## config.mk

```make
export PLATFORM = sky130hd
export DESIGN_NAME = dcache_load_responder
export DESIGN_NICKNAME = d
export VERILOG_FILES = /design/src/rtl/dcache_load_responder.sv
export SDC_FILE = /design/constraint.sdc
export NUM_CORES = 2
export LEC_CHECK = 0
export CORE_UTILIZATION = 40
export CTS_BUF_LIST = sky130_fd_sc_hd__clkbuf_4 sky130_fd_sc_hd__clkbuf_8
export CTS_CLUSTER_DIAMETER = 30
export CTS_CLUSTER_SIZE = 24
export DETAILED_ROUTE_END_ITERATION = 16
export GPL_ROUTABILITY_DRIVEN = 0
export MAX_ROUTING_LAYER = met4
export SKIP_CTS_REPAIR_TIMING = 1
export SYNTH_ARGS = -nofsm -noshare
export SYNTH_HDL_FRONTEND = slang
export SYNTH_SLANG_ARGS = --single-unit
```

## constraint.sdc

```tcl
create_clock -name clock -period 6.5 [get_ports clock]
set_input_delay 1.625 -clock clock [delete_from_list [all_inputs] [get_ports clock]]
set_output_delay 1.625 -clock clock [all_outputs]
set_load 0.01 [all_outputs]
```

## src/rtl/dcache_load_responder.sv

```systemverilog
// ---------------------------------------------------------------------------
// dcache_load_responder
//
// Responder side of the load-unit / D-cache handshake. Accepts one blocking
// BUS_LOAD request at a time, looks it up in a direct-mapped cache of 8-byte
// blocks, and answers with size-extracted, right-aligned data together with a
// one-cycle finish pulse. Misses are filled from main memory over a tagged
// bus: the fill request is held until memory returns a nonzero transaction
// tag, and the fill completes when data carrying that tag comes back.
//
// Ports
//   clock               in   1     system clock
//   reset               in   1     asynchronous, active-low reset
//   proc2Dcache_command in   2     BUS_NONE / BUS_LOAD (other codes ignored)
//   proc2Dcache_addr    in   XLEN  byte address of the load
//   load_mem_size       in   3     [1:0] BYTE/HALF/WORD/DOUBLE, [2] unsigned
//   Dcache2proc_data    out  64    loaded value, extended to 64 bits
//   finish              out  1     one-cycle pulse qualifying Dcache2proc_data
//   proc2mem_command    out  2     BUS_LOAD while requesting a fill
//   proc2mem_addr       out  XLEN  block-aligned fill address
//   mem2proc_response   in   4     nonzero = fill accepted, value = txn tag
//   mem2proc_data       in   64    fill data
//   mem2proc_tag        in   4     tag of mem2proc_data, 0 = nothing
// ---------------------------------------------------------------------------
`ifndef XLEN
`define XLEN 32
`endif

module dcache_load_responder #(
  parameter int NUM_LINES = 32
) (
  input  logic              clock,
  input  logic              reset,
  input  logic [1:0]        proc2Dcache_command,
  input  logic [`XLEN-1:0]  proc2Dcache_addr,
  input  logic [2:0]        load_mem_size,
  output logic [63:0]       Dcache2proc_data,
  output logic              finish,
  output logic [1:0]        proc2mem_command,
  output logic [`XLEN-1:0]  proc2mem_addr,
  input  logic [3:0]        mem2proc_response,
  input  logic [63:0]       mem2proc_data,
  input  logic [3:0]        mem2proc_tag
);

  localparam int XLEN  = `XLEN;
  localparam int IDX_W = $clog2(NUM_LINES);
  localparam int TAG_W = XLEN - 3 - IDX_W;

  localparam logic [1:0] BUS_NONE = 2'h0;
  localparam logic [1:0] BUS_LOAD = 2'h1;

  localparam logic [1:0] SIZE_BYTE   = 2'd0;
  localparam logic [1:0] SIZE_HALF   = 2'd1;
  localparam logic [1:0] SIZE_WORD   = 2'd2;

  typedef enum logic [1:0] {
    S_IDLE,
    S_MISS_REQ,
    S_MISS_WAIT,
    S_RESP
  } state_t;

  state_t              state_reg;
  logic [XLEN-1:0]     addr_reg;
  logic [2:0]          size_reg;
  logic [3:0]          txn_tag_reg;
  logic [NUM_LINES-1:0] valid_reg;
  logic                finish_reg;
  logic [63:0]         data_reg;
  logic [1:0]          mem_cmd_reg;
  logic [XLEN-1:0]     mem_addr_reg;

  // Tag and data storage. Only the valid bits need clearing on reset, so the
  // arrays themselves carry no reset. They are read combinationally so that a
  // hit can be answered in the cycle right after the request.
  logic [TAG_W-1:0] tag_mem  [NUM_LINES];
  logic [63:0]      data_mem [NUM_LINES];

  // Incoming request fields
  logic [IDX_W-1:0] req_idx;
  logic [TAG_W-1:0] req_tag;
  logic             req_hit;

  // Latched request fields (used while filling)
  logic [IDX_W-1:0] lat_idx;
  logic [TAG_W-1:0] lat_tag;
  logic             fill_match;

  assign req_idx = proc2Dcache_addr[3 +: IDX_W];
  assign req_tag = proc2Dcache_addr[XLEN-1 -: TAG_W];
  assign req_hit = valid_reg[req_idx] && (tag_mem[req_idx] == req_tag);

  assign lat_idx = addr_reg[3 +: IDX_W];
  assign lat_tag = addr_reg[XLEN-1 -: TAG_W];

  // Tag 0 means "no data on the bus"; because the transaction tag is cleared
  // to 0 on reset and after every fill, stale returns can never match.
  assign fill_match = (mem2proc_tag != 4'd0) && (mem2proc_tag == txn_tag_reg);

  // Pick the access out of a block: offset bits below the access size are
  // dropped, the selected bytes are shifted down and then sign- or
  // zero-extended according to size[2].
  function automatic logic [63:0] extract(input logic [63:0] block,
                                          input logic [2:0]  off,
                                          input logic [2:0]  size);
    logic [2:0]  aoff;
    logic [63:0] word;
    logic [63:0] res;
    case (size[1:0])
      SIZE_BYTE: aoff = off;
      SIZE_HALF: aoff = {off[2:1], 1'b0};
      SIZE_WORD: aoff = {off[2], 2'b00};
      default:   aoff = 3'd0;
    endcase
    word = block >> {aoff, 3'b000};
    case (size[1:0])
      SIZE_BYTE: res = size[2] ? {56'd0, word[7:0]}  : {{56{word[7]}},  word[7:0]};
      SIZE_HALF: res = size[2] ? {48'd0, word[15:0]} : {{48{word[15]}}, word[15:0]};
      SIZE_WORD: res = size[2] ? {32'd0, word[31:0]} : {{32{word[31]}}, word[31:0]};
      default:   res = word;
    endcase
    return res;
  endfunction

  // Control FSM with registered outputs.
  always_ff @(posedge clock or negedge reset) begin
    if (!reset) begin
      state_reg    <= S_IDLE;
      addr_reg     <= '0;
      size_reg     <= 3'd0;
      txn_tag_reg  <= 4'd0;
      valid_reg    <= '0;
      finish_reg   <= 1'b0;
      data_reg     <= 64'd0;
      mem_cmd_reg  <= BUS_NONE;
      mem_addr_reg <= '0;
    end else begin
      finish_reg <= 1'b0;
      case (state_reg)
        S_IDLE: begin
          if (proc2Dcache_command == BUS_LOAD) begin
            addr_reg <= proc2Dcache_addr;
            size_reg <= load_mem_size;
            if (req_hit) begin
              data_reg   <= extract(data_mem[req_idx], proc2Dcache_addr[2:0], load_mem_size);
              finish_reg <= 1'b1;
              state_reg  <= S_RESP;
            end else begin
              mem_cmd_reg  <= BUS_LOAD;
              mem_addr_reg <= {req_tag, req_idx, 3'b000};
              state_reg    <= S_MISS_REQ;
            end
          end
        end

        // Keep asking with a stable address until memory accepts.
        S_MISS_REQ: begin
          if (mem2proc_response != 4'd0) begin
            txn_tag_reg  <= mem2proc_response;
            mem_cmd_reg  <= BUS_NONE;
            mem_addr_reg <= '0;
            state_reg    <= S_MISS_WAIT;
          end
        end

        // Returns carrying other tags belong to someone else; ignore them.
        S_MISS_WAIT: begin
          if (fill_match) begin
            valid_reg[lat_idx] <= 1'b1;
            data_reg           <= extract(mem2proc_data, addr_reg[2:0], size_reg);
            finish_reg         <= 1'b1;
            txn_tag_reg        <= 4'd0;
            state_reg          <= S_RESP;
          end
        end

        S_RESP: begin
          state_reg <= S_IDLE;
        end

        default: begin
          state_reg <= S_IDLE;
        end
      endcase
    end
  end

  // Line fill. A conflicting valid line is simply overwritten: the cache is
  // read-only so there is never anything to write back. The FSM is forced to
  // IDLE while reset is low, so no fill can land during reset.
  always_ff @(posedge clock) begin
    if (state_reg == S_MISS_WAIT && fill_match) begin
      tag_mem[lat_idx]  <= lat_tag;
      data_mem[lat_idx] <= mem2proc_data;
    end
  end

  assign Dcache2proc_data = data_reg;
  assign finish           = finish_reg;
  assign proc2mem_command = mem_cmd_reg;
  assign proc2mem_addr    = mem_addr_reg;

endmodule

```

==> out/metrics.csv <==
stage,metric,value,unit
job,max_cap_viol_count,0,
placement,dp_hpwl,203,mm
floorplan,die_w,546,µm
floorplan,coreArea,294000,µm²
setup_path,crit_chain,buf_8 -> buf_12 -> buf_4 -> buf_12 -> buf_4 -> mux4_2 -> mux4_2 -> o21ai_0 -> o21ai_0 -> mux4_2 -> o21ai_1 -> mux2i_1,
layout,final_cell_mix,"edfxtp_1, mux4_2, clkbuf_8, nand2_1, mux2i_1",
global_route,grt_pass1_vias,64800,
logic_synthesis,synth_ff_type,edfxtp_1,
setup_path,cpMostUsedCell,mux4_2,
clocking,cts_root_buffer,clkbuf_8,
placement,dpl_cell_area,127000,µm²
timing,fmax,0.178,GHz
clocking,worstSkewPairLatency,1.07,ns
layout,drive_gt1_frac,0.314,
detailed_routing,wl,374,mm
logic_synthesis,yosysWarnings,0,
timing,max-slew-margin-rel,0.0598,
detailed_routing,vias,64700,
timing,fin_crit_sh,0.864,
timing,fin_skew,0.110,ns
detailed_routing,vias_per_cell,5.99,
timing,timing.hold.ws,0.461,ns
clocking,htreeDepth,6,
setup_path,endpoint_kind,register,
floorplan,start_util,0.402,
global_route,grt_overflow,0,
setup_path,regToRegStartpoint,size_reg[0]$_DFFE_PN0P_,
clocking,cts.sinks,2984,
clocking,clockBufferDepth,4,
worst_hold_path,holdPathEnd,valid_reg[22]$_DFFE_PN0P_,
placement,io_buffers,205,
global_route,grt_pass1_wl,516,mm
layout,final_area,139000,µm²
detailed_routing,ant_nets,0,
detailed_routing,routedWlPerCell,34.6,µm
logic_synthesis,synth_enable_flop_cells,2816,
global_route,grt_max_degree,137,
detailed_routing,drt_iter0_drc,8873,
pwr,vdd_ir_drop_max,0.237,mV
setup_path,rr_worst_depth,11,
logic_synthesis,synth_top_area_frac,0.715,
floorplan,io_pins,210,
pwr,power.total,0.0492,W
logic_synthesis,ys_seq_area_frac,0.750,
layout,instances_no_fill,10800,
run_status,status,"finished, violations left",
layout,utilization,0.474,
timing,maxSlewViolCount,0,
clocking,clk_pin_slew,0.06,ns
setup_path,cpMaxStageDelayCell,o21ai_0,
setup_path,arrival,6.50,ns
global_route,grtUsageTotal,0.256,
logic_synthesis,postSynthCellCount,5693,
logic_synthesis,netlist.top_cell.by_area,edfxtp_1,
floorplan,rows,199,
detailed_routing,dr.pass1.iters,12,
setup_path,r2r-end,Dcache2proc_data[17]$_DFFE_PN0P_,
logic_synthesis,synthTopCellsByArea,"edfxtp_1, mux4_2, dfrtp_1",
worst_hold_path,min_from,valid_reg[22]$_DFFE_PN0P_,
logic_synthesis,synth.distinct_cells,80,
worst_hold_path,holdCritPathClass,register to register,
setup_path,path_max_fanout,34,
layout,largest_register_ffs,2048,
setup_path,rrSetupSlack,1.93,ns
layout,nFillCells,24200,
setup_path,startpoint_type,input pin,
logic_synthesis,synthArstFlopShare,0.0563,
pwr,p_per_area,353,nW/µm²
layout,final_common_cell,edfxtp_1,
logic_synthesis,synth_seq_cells,2984,
pwr,power_leakage,45.5,nW
clocking,cts_tree,done,
worst_hold_path,hold_depth,1,
setup_path,required,7.39,ns
layout,fin_nets,6545,
placement,dp_cells,9811,
logic_synthesis,synth_area,118000,µm²
timing,period_needed,5.61,ns
logic_synthesis,syn_avg_cell_area,20.8,µm²
global_route,antenna_found_initial,24,
run_status,violations,DRC,
timing,hold_violations,0,
clocking,numCtsBuffers,537,
setup_path,critPathMaxStageDelay,1.07,ns
setup_path,criticalPathCategory,input pin to register,
timing,grt_setup_unrepaired,no,
floorplan,die_area,298000,µm²
layout,largest_register,data_mem,
floorplan,die_h,546,µm
detailed_routing,drc,20,
timing,worstMarginPinSlew,1.41,ns
timing,setup_violations,0,
layout,syn_to_final_growth,17.8,%
## cell families (layout without fill, tap and decap cells)
logic type | count (synthesis) | in the layout | synth area share
flops | 2984 | 2984 | 0.750
simple gates | 680 | 680 | 0.0261
other cells | 1 | 20 | 0.0000317
compound gates | 529 | 529 | 0.0310
buf+inv | 371 | 1541 | 0.0180
fa+ha+maj | 3 | 3 | 0.000317
xor+xnor | 28 | 28 | 0.00207
mux | 1097 | 1097 | 0.172
## per-stage QoR
stage               worst slack [ns]  setup TNS, ns
finish                         0.887              0
global route                   0.956              0
CTS                             1.17              0
detailed placement            0.0540              0
global placement               0.136              0
floorplan                     -0.829       -1907.00
## critical path: cells and delay by family
family / cells / cell delay, ns
AOI/OAI and AO/OA: 3 / 1.78
buffers and inverters: 5 / 1.29
muxes: 4 / 1.72
## per-layer routing
metal | routed length, µm | up-vias | track usage
li1 | - | 25300 | -
met1 | 145000 | 34700 | 0.335
met2 | 176000 | 3814 | 0.393
met3 | 34900 | 796 | 0.0447
met4 | 18000 | 0 | 0.114
met5 | 0 | - | -
## area by class of cell
cell class	instances	area, µm²	area share
Antenna cell	16	40.0	0.000287
Timing Repair Buffer	532	5770	0.0414
Inverter	35	143	0.00102
Tap cell	3919	4900	0.0352
Clock inverter	340	3740	0.0269
Multi-Input combinational cell	2341	27700	0.199
Clock buffer	634	8250	0.0592
Sequential cell	2984	88800	0.637
## Yosys cell counts, drive strengths merged, types with 4 or more instances
master and n:
nor4 8, nand4 5, mux2 92, a2bb2oi 14
nand2b 10, a32oi 16, nand2 329, buf 236
xnor2 13, a211o 5, and2 21, o31a 5
mux2i 266, o2bb2ai 34, o211ai 17, nand3b 13
o22ai 46, a31oi 30, a221oi 13, or2 37
a311oi 8, or3 4, a22oi 58, and3 20
o2111ai 4, dfrtp 168, mux4 739, nor2b 27
or3b 6, xor2 15, a21oi 107, and3b 4
edfxtp 2816, a22o 19, o221ai 15, nor2 131
nand3 48, clkbuf 100, nor3 13, inv 32
o21ai 73, a211oi 29
## power breakdown
group	total, W	switching [W]	internal [W]
combinational	0.00614	0.00364	0.00250
sequential	0.0236	0.00126	0.0223
clock	0.0195	0.00843	0.0111
total	0.0492	0.0133	0.0359
## worst max path at each step
stage | startpoint | endpoint | slack [ns] | depth (start not counted)
floorplan | mem2proc_tag[0] | valid_reg[12]$_DFFE_PN0P_ | -0.83 | 7
finish | proc2Dcache_addr[3] | Dcache2proc_data[0]$_DFFE_PN0P_ | 0.89 | 12
global placement | proc2Dcache_addr[3] | Dcache2proc_data[0]$_DFFE_PN0P_ | 0.14 | 12
CTS | proc2Dcache_addr[3] | Dcache2proc_data[0]$_DFFE_PN0P_ | 1.17 | 12
global route | proc2Dcache_addr[3] | Dcache2proc_data[0]$_DFFE_PN0P_ | 0.96 | 12
detailed placement | proc2Dcache_addr[3] | Dcache2proc_data[0]$_DFFE_PN0P_ | 0.05 | 12
Power figures use the tool's default switching activity.
